**src/rtl/control_pkg.sv**
```systemverilog
// Shared types and constants for the multicycle control unit.
package control_pkg;

  localparam int unsigned XLEN_DEF = 32;

  typedef enum logic [2:0] {
    StFetch  = 3'd0,
    StDecode = 3'd1,
    StExec   = 3'd2,
    StMem    = 3'd3,
    StWb     = 3'd4,
    StHalt   = 3'd5
  } state_e;

  localparam logic [6:0] OP_R   = 7'b0110011;
  localparam logic [6:0] OP_I   = 7'b0010011;
  localparam logic [6:0] OP_LW  = 7'b0000011;
  localparam logic [6:0] OP_SW  = 7'b0100011;
  localparam logic [6:0] OP_BEQ = 7'b1100011;

  localparam logic [2:0] F3_ADD  = 3'b000;
  localparam logic [2:0] F3_WORD = 3'b010;
  localparam logic [2:0] F3_BEQ  = 3'b000;

  localparam logic [6:0] F7_ADD = 7'b0000000;
  localparam logic [6:0] F7_SUB = 7'b0100000;

  typedef enum logic [2:0] {
    ClsIllegal = 3'd0,
    ClsR       = 3'd1,
    ClsAddi    = 3'd2,
    ClsLw      = 3'd3,
    ClsSw      = 3'd4,
    ClsBeq     = 3'd5
  } iclass_e;

  // Map opcode/funct fields onto the supported subset; anything else is illegal.
  function automatic iclass_e classify(input logic [6:0] opcode, input logic [2:0] funct3,
                                       input logic [6:0] funct7);
    iclass_e cls;
    cls = ClsIllegal;
    case (opcode)
      OP_R:   if (funct3 == F3_ADD && (funct7 == F7_ADD || funct7 == F7_SUB)) cls = ClsR;
      OP_I:   if (funct3 == F3_ADD) cls = ClsAddi;
      OP_LW:  if (funct3 == F3_WORD) cls = ClsLw;
      OP_SW:  if (funct3 == F3_WORD) cls = ClsSw;
      OP_BEQ: if (funct3 == F3_BEQ) cls = ClsBeq;
      default: cls = ClsIllegal;
    endcase
    return cls;
  endfunction

endpackage

```
**src/rtl/control_unit_mc_if.sv**
```systemverilog
// Bus between the control unit and the fetch/datapath blocks.
interface control_unit_mc_if #(
  parameter int unsigned XLEN = 32
);
  logic            run;
  logic [XLEN-1:0] instr_in;
  logic            zero;
  logic [XLEN-1:0] ir;
  logic            pc_inc;
  logic            pc_load;
  logic            we_reg;
  logic            we_mem;
  logic            op_mem;
  logic            add_sub;
  logic            alu_src_imm;
  logic [XLEN-1:0] offset;
  logic [2:0]      state_o;
  logic            halted;
  logic            illegal;

  modport master (
    output run, instr_in, zero,
    input  ir, pc_inc, pc_load, we_reg, we_mem, op_mem, add_sub, alu_src_imm, offset,
           state_o, halted, illegal
  );

  modport slave (
    input  run, instr_in, zero,
    output ir, pc_inc, pc_load, we_reg, we_mem, op_mem, add_sub, alu_src_imm, offset,
           state_o, halted, illegal
  );
endinterface

```
**src/rtl/imm_gen.sv**
```systemverilog
// Immediate generator: sign-extended I/S/B immediates, zero for everything else.
module imm_gen
  import control_pkg::*;
#(
  parameter int unsigned XLEN = XLEN_DEF
) (
  input  logic [XLEN-1:0] i_ir,
  output logic [XLEN-1:0] o_offset
);

  logic w_unused;
  assign w_unused = ^i_ir[19:12];

  // Select the immediate layout from the opcode.
  always_comb begin
    o_offset = '0;
    case (i_ir[6:0])
      OP_I, OP_LW: o_offset = {{(XLEN-12){i_ir[31]}}, i_ir[31:20]};
      OP_SW:       o_offset = {{(XLEN-12){i_ir[31]}}, i_ir[31:25], i_ir[11:7]};
      OP_BEQ:      o_offset = {{(XLEN-13){i_ir[31]}}, i_ir[31], i_ir[7], i_ir[30:25],
                               i_ir[11:8], 1'b0};
      default:     o_offset = '0;
    endcase
  end

endmodule

```
**src/rtl/control_unit_mc.sv**
```systemverilog
// Multicycle Moore control unit for the RV32I add/sub/addi/lw/sw/beq subset.
module control_unit_mc
  import control_pkg::*;
#(
  parameter int unsigned XLEN            = XLEN_DEF,
  parameter bit          HALT_ON_ILLEGAL = 1'b1
) (
  input logic         clk,
  input logic         reset,
  control_unit_mc_if.slave bus
);

  state_e          r_state;
  state_e          w_state_next;
  logic [XLEN-1:0] r_ir;
  logic [XLEN-1:0] r_offset;
  logic [XLEN-1:0] w_imm;
  logic            r_illegal;
  iclass_e         w_cls;
  logic            w_rd_nz;

  // Class is always derived from the latched IR, never from instr_in.
  assign w_cls   = classify(r_ir[6:0], r_ir[14:12], r_ir[31:25]);
  assign w_rd_nz = |r_ir[11:7];

  imm_gen #(
    .XLEN(XLEN)
  ) u_imm_gen (
    .i_ir    (r_ir),
    .o_offset(w_imm)
  );

  // State register.
  always_ff @(posedge clk or posedge reset) begin
    if (reset) r_state <= StFetch;
    else       r_state <= w_state_next;
  end

  // IR latch in FETCH, offset load and sticky illegal flag in DECODE.
  always_ff @(posedge clk or posedge reset) begin
    if (reset) begin
      r_ir      <= '0;
      r_offset  <= '0;
      r_illegal <= 1'b0;
    end else begin
      if (r_state == StFetch && bus.run) r_ir <= bus.instr_in;
      if (r_state == StDecode) begin
        r_offset <= w_imm;
        if (w_cls == ClsIllegal) r_illegal <= 1'b1;
      end
    end
  end

  // Next-state logic; unused codes fall back to FETCH.
  always_comb begin
    w_state_next = StFetch;
    case (r_state)
      StFetch:  w_state_next = bus.run ? StDecode : StFetch;
      StDecode: begin
        if (w_cls != ClsIllegal)  w_state_next = StExec;
        else if (HALT_ON_ILLEGAL) w_state_next = StHalt;
        else                      w_state_next = StFetch;
      end
      StExec: begin
        case (w_cls)
          ClsR, ClsAddi: w_state_next = StWb;
          ClsLw, ClsSw:  w_state_next = StMem;
          default:       w_state_next = StFetch;
        endcase
      end
      StMem:   w_state_next = (w_cls == ClsLw) ? StWb : StFetch;
      StWb:    w_state_next = StFetch;
      StHalt:  w_state_next = StHalt;
      default: w_state_next = StFetch;
    endcase
  end

  // Strobe decode from state and IR (zero only qualifies the beq branch).
  always_comb begin
    bus.pc_inc      = 1'b0;
    bus.pc_load     = 1'b0;
    bus.we_reg      = 1'b0;
    bus.we_mem      = 1'b0;
    bus.op_mem      = 1'b0;
    bus.add_sub     = 1'b0;
    bus.alu_src_imm = 1'b0;
    case (r_state)
      StDecode: begin
        if (w_cls == ClsIllegal && !HALT_ON_ILLEGAL) bus.pc_inc = 1'b1;
      end
      StExec: begin
        bus.add_sub     = (w_cls == ClsR && r_ir[31:25] == F7_SUB) || (w_cls == ClsBeq);
        bus.alu_src_imm = (w_cls == ClsAddi) || (w_cls == ClsLw) || (w_cls == ClsSw);
        if (w_cls == ClsBeq) begin
          bus.pc_load = bus.zero;
          bus.pc_inc  = ~bus.zero;
        end
      end
      StMem: begin
        bus.alu_src_imm = 1'b1;
        if (w_cls == ClsSw) begin
          bus.we_mem = 1'b1;
          bus.pc_inc = 1'b1;
        end
        if (w_cls == ClsLw) bus.op_mem = 1'b1;
      end
      StWb: begin
        bus.we_reg = w_rd_nz;
        bus.op_mem = (w_cls == ClsLw);
        bus.pc_inc = 1'b1;
      end
      default: ;
    endcase
  end

  assign bus.ir      = r_ir;
  assign bus.offset  = r_offset;
  assign bus.state_o = r_state;
  assign bus.halted  = (r_state == StHalt);
  assign bus.illegal = r_illegal;

endmodule

```
**src/flat_wrapper.sv**
```systemverilog
// flat-port wrapper written by rule: the top's interface ports become plain ports
module control_unit_mc_flat import control_pkg::*;
#(
  parameter int unsigned XLEN            = XLEN_DEF,
  parameter bit          HALT_ON_ILLEGAL = 1'b1
)
  (clk, reset, bus_run, bus_instr_in, bus_zero, bus_ir, bus_pc_inc, bus_pc_load, bus_we_reg, bus_we_mem, bus_op_mem, bus_add_sub, bus_alu_src_imm, bus_offset, bus_state_o, bus_halted, bus_illegal);
  control_unit_mc_if #(.XLEN(XLEN)) bus_i ();
  input logic clk;
  input logic reset;
  input wire logic [$bits(bus_i.run)-1:0] bus_run;
  input wire logic [$bits(bus_i.instr_in)-1:0] bus_instr_in;
  input wire logic [$bits(bus_i.zero)-1:0] bus_zero;
  output wire logic [$bits(bus_i.ir)-1:0] bus_ir;
  output wire logic [$bits(bus_i.pc_inc)-1:0] bus_pc_inc;
  output wire logic [$bits(bus_i.pc_load)-1:0] bus_pc_load;
  output wire logic [$bits(bus_i.we_reg)-1:0] bus_we_reg;
  output wire logic [$bits(bus_i.we_mem)-1:0] bus_we_mem;
  output wire logic [$bits(bus_i.op_mem)-1:0] bus_op_mem;
  output wire logic [$bits(bus_i.add_sub)-1:0] bus_add_sub;
  output wire logic [$bits(bus_i.alu_src_imm)-1:0] bus_alu_src_imm;
  output wire logic [$bits(bus_i.offset)-1:0] bus_offset;
  output wire logic [$bits(bus_i.state_o)-1:0] bus_state_o;
  output wire logic [$bits(bus_i.halted)-1:0] bus_halted;
  output wire logic [$bits(bus_i.illegal)-1:0] bus_illegal;
  assign bus_i.run = bus_run;
  assign bus_i.instr_in = bus_instr_in;
  assign bus_i.zero = bus_zero;
  assign bus_ir = bus_i.ir;
  assign bus_pc_inc = bus_i.pc_inc;
  assign bus_pc_load = bus_i.pc_load;
  assign bus_we_reg = bus_i.we_reg;
  assign bus_we_mem = bus_i.we_mem;
  assign bus_op_mem = bus_i.op_mem;
  assign bus_add_sub = bus_i.add_sub;
  assign bus_alu_src_imm = bus_i.alu_src_imm;
  assign bus_offset = bus_i.offset;
  assign bus_state_o = bus_i.state_o;
  assign bus_halted = bus_i.halted;
  assign bus_illegal = bus_i.illegal;
  control_unit_mc #(.XLEN(XLEN), .HALT_ON_ILLEGAL(HALT_ON_ILLEGAL)) u_core (.clk(clk), .reset(reset), .bus(bus_i));
endmodule
```
**config.mk**
```make
export PLATFORM = sky130hd
export DESIGN_NAME = control_unit_mc_flat
export DESIGN_NICKNAME = d
export VERILOG_FILES = /design/src/rtl/control_pkg.sv /design/src/rtl/control_unit_mc_if.sv /design/src/rtl/imm_gen.sv /design/src/rtl/control_unit_mc.sv /design/src/flat_wrapper.sv
export SDC_FILE = /design/constraint.sdc
export NUM_CORES = 1
export LEC_CHECK = 0
export BUFFER_PORTS_ARGS = -buffer_cell sky130_fd_sc_hd__buf_2
export CORE_ASPECT_RATIO = 1.4
export CORE_MARGIN = 5
export CORE_UTILIZATION = 45
export DETAILED_ROUTE_END_ITERATION = 10
export PLACE_DENSITY_LB_ADDON = 0.25
export SYNTH_ARGS = -nofsm -noshare
export SYNTH_HDL_FRONTEND = slang
export SYNTH_SLANG_ARGS = --single-unit
```
**constraint.sdc**
```tcl
create_clock -name clk -period 1.85 [get_ports clk]
set_clock_uncertainty 0.05 [all_clocks]
set_input_delay 0.37 -clock clk [delete_from_list [all_inputs] [get_ports clk]]
set_output_delay 0.37 -clock clk [all_outputs]
set_load 0.05 [all_outputs]
```
==> key figures <==
Outcome
  – Outcome: finished with violations
  – Failing checks: setup timing

Drt
  – Vias/cell: 5.22
  – # DRC: 0
  – Top layer in use: met4
  – Total number of vias: 2183
  – Met3 WL: 464 microns
  – WL per Instance: 16.2 microns
  – Iter 0 DRT Violations: 102
  – Drt first pass iters: 4
  – Met2 WL: 3730 microns
  – Routed WL: 6770 microns
  – Wl on met1: 2490 microns
  – Antenna Nets Post-Route: 0

CTS
  – CTS root buffer: clkbuf_8
  – Skew-Pair Late Insertion Delay: 300 ps
  – # clock sinks: 49
  – CTS tree: yes
  – TritonCTS buffer count: 5
  – Clock Path Buffers: 2
  – Clock-pin slew on the worst setup and hold paths: 90 ps
  – CTS H-tree depth: 2

Synthesis
  – Dominant cells by area after synthesis: dfrtp_1 51%, mux2_2 13%, buf_4 5.9%
  – Yosys reg bits: 49
  – Syn_nets: 241
  – Ys flop type: dfrtp_1
  – Post-synth top area share: 0.509
  – Synth async-reset ratio: 1.00
  – Seq/Total Area, Yosys: 0.509
  – Post-synthesis area per instance: 11.8 sq um
  – Post-synth EDFFs: 0
  – Post-synthesis cell type count: 47
  – Synth area leader: dfrtp_1
  – Post-synthesis cell area: 2410 sq um
  – Ys Warns: 0
  – Syn Inst Count: 205

Setup path
  – Endpoint class of the critical path: output port
  – Worst Setup SP: u_core.bus.ir[14]$_DFFE_PP0P_
  – CP Capture Point: bus_add_sub
  – R2R Path End: u_core.bus.ir[25]$_DFFE_PP0P_
  – Req. time, crit path: 1430 ps
  – Worst EP arrival: 1930 ps
  – Startpoint Class: flip-flop
  – Worst Path Class, Setup: flip-flop to output port
  – R2r setup slk: 50 ps
  – Critical Path Fanout Max: 4
  – RR Startpoint: u_core.bus.state_o[2]$_DFF_PP0_
  – R2r worst-path depth: 4

Final layout
  – Fin cells: 418
  – Fin nets: 387
  – Area growth from synthesis to layout: 52.3%
  – Fillers: 430
  – Share of layout cells above drive strength 1: 0.707
  – Antenna diode count: 0

STA
  – Worst slew margin: 0.701
  – Final hold slack: 11.2 ps
  – Final Cycle Share: 1.27
  – Fin Setup TNS: -2500 ps
  – Final-report hold violation count: 0
  – Post-layout min period: 2350 ps
  – RSZ-0062 raised after global routing: yes
  – Slew @ Worst Pin: 448 ps
  – Slew Viols, Final: 0
  – Fmax: 426 MHz
  – Final WS setup: -497 ps
  – Setup Viol. Count Final: 6

Floorplan
  – DIE AREA: 6940 sq um
  – Core Rows: 31
  – Initial Utilization: 0.464
  – # IOs: 112
  – Die height: 96.6 microns
  – Core footprint: 5200 sq um
  – Die X: 71.8 microns

Pwr
  – Switching Power: 0.666 mW
  – Seq pwr share: 0.522
  – Clock power share: 0.288
  – Total power per unit cell area: 599 nW/um^2
  – Overall Power: 2.20 mW
  – Max VDD drop: 578 uV
  – Internal power: 1.53 mW
  – Switch share: 0.303
  – Lkg Pwr: 1.84 nW
  – Logic gate share of total power: 0.190

Flow run
  – Max Cap Violations: 0

Global routing
  – Remaining global-route overflow: 0
  – First-pass GRT wire length: 10400 microns
  – GR Util All Layers: 0.193
  – Vias in the first global route: 2198
  – Initial antenna violation count: 0
  – Largest net degree at the start of global routing: 36

Place
  – Gpl congestion: 0.865
  – Post-placement cell count: 398
  – Dpl hpwl: 4910 microns
  – IO buf count: 111

Min path
  – Worst min path class: input pin to async pin
==> cells in the mapped netlist, types with 2 or more instances <==
master,instances
a21oi_1,5
a221oi_1,4
a22o_1,7
and2_1,3
buf_2,4
buf_4,19
buf_6,3
dfrtp_1,49
inv_1,5
mux2_1,3
mux2_2,27
nand2_1,8
nand2b_1,2
nand3_1,4
nand4_1,2
nor2_1,16
nor2b_1,7
nor3_1,4
nor3b_1,3
o21ai_0,3
==> cell families after synthesis <==
logic type      count (synthesis)  share of synthesized area
simple gates                   61                      0.154
buf+inv                        32                     0.0914
mux                            30                      0.140
flops                          49                      0.509
compound gates                 33                      0.105
==> through the flow <==
step           worst slack [ps]  area (sq um)  utilization
3_3_place_gp               -223          3300        0.636
5_1_grt                    -588          3670        0.706
2_1_floorplan              -394          2540            -
3_5_place_dp               -236          3300        0.636
6_report                   -497          3670        0.706
4_1_cts                    -451          3550        0.684
==> layout make-up <==
class                           instances  area, sq um  share of cell area
Sequential cell                        49         1240               0.339
Multi-Input combinational cell        124         1170               0.319
Timing Repair Buffer                  166         1060               0.290
Tap cell                               66         82.6              0.0225
Clock buffer                            6         72.6              0.0198
Inverter                                5         18.8             0.00511
Clock inverter                          2         13.8             0.00375
==> critical path, cell delays in order, from the launching register on <==
cell and delay, ps:
dfrtp_2 450, nor4b_4 330, nand4_1 190, a211o_1 340, a21oi_4 150, buf_8 160
==> power groups by stage <==
| stage | clock network, mW | registers [mW] | logic (mW) |
|---|---|---|---|
| 6_report | 0.634 | 1.15 | 0.418 |
| 5_1_grt | 0.701 | 1.15 | 0.445 |
| 4_1_cts | 0.649 | 1.14 | 0.410 |
| 3_5_place_dp | 0 | 1.16 | 0.395 |
| 3_3_place_gp | 0 | 1.16 | 0.390 |
| 2_1_floorplan | 0 | 1.30 | 0.107 |
==> routing by layer <==
layer | vias to the layer above | global-route usage
met1 | 1078 | 0.223
met2 | 89 | 0.354
met3 | 8 | 0.0414
li1 | 1008 | -
met4 | 0 | 0.0643
met5 | - | 0
==> sequential cells by signal (all words and copies together) (netlist names) <==
name                count
u_core.bus.illegal      1
u_core.bus.ir          32
u_core.bus.offset      13
u_core.bus.state_o      3
==> cell usage in the layout (no fill, tap or decap), drive strengths merged, types with 3 or more instances in the layout <==
master / instances
buf: 166
dfrtp: 49
mux2: 30
nor2: 16
nand2: 8
a22o: 7
nor2b: 7
clkbuf: 6
inv: 6
a21oi: 5
nor3: 5
a221oi: 4
nand3: 4
o21ai: 3
and2: 3
nor3b: 3
==> worst min-delay path by stage <==
stage	endpoint	slack [ps]	depth (start not counted)
2_1_floorplan	u_core.bus.ir[6]$_DFFE_PP0P_	440	2
3_3_place_gp	u_core.bus.ir[24]$_DFFE_PP0P_	350	2
5_1_grt	u_core.bus.ir[23]$_DFFE_PP0P_	40	2
6_report	u_core.bus.ir[23]$_DFFE_PP0P_	10	2
4_1_cts	u_core.bus.ir[24]$_DFFE_PP0P_	20	2
3_5_place_dp	u_core.bus.ir[24]$_DFFE_PP0P_	350	2
==> repair_timing <==
action | CTS | global route
setup endpoints to repair | 15 | 15
pin swaps | 12 | 14
resized for setup | 32 | 17
buffers inserted | 5 | 10
hold buffers | 0 | 0
gates cloned | 0 | 0
Note: power is estimated with default switching activity, not from simulation.
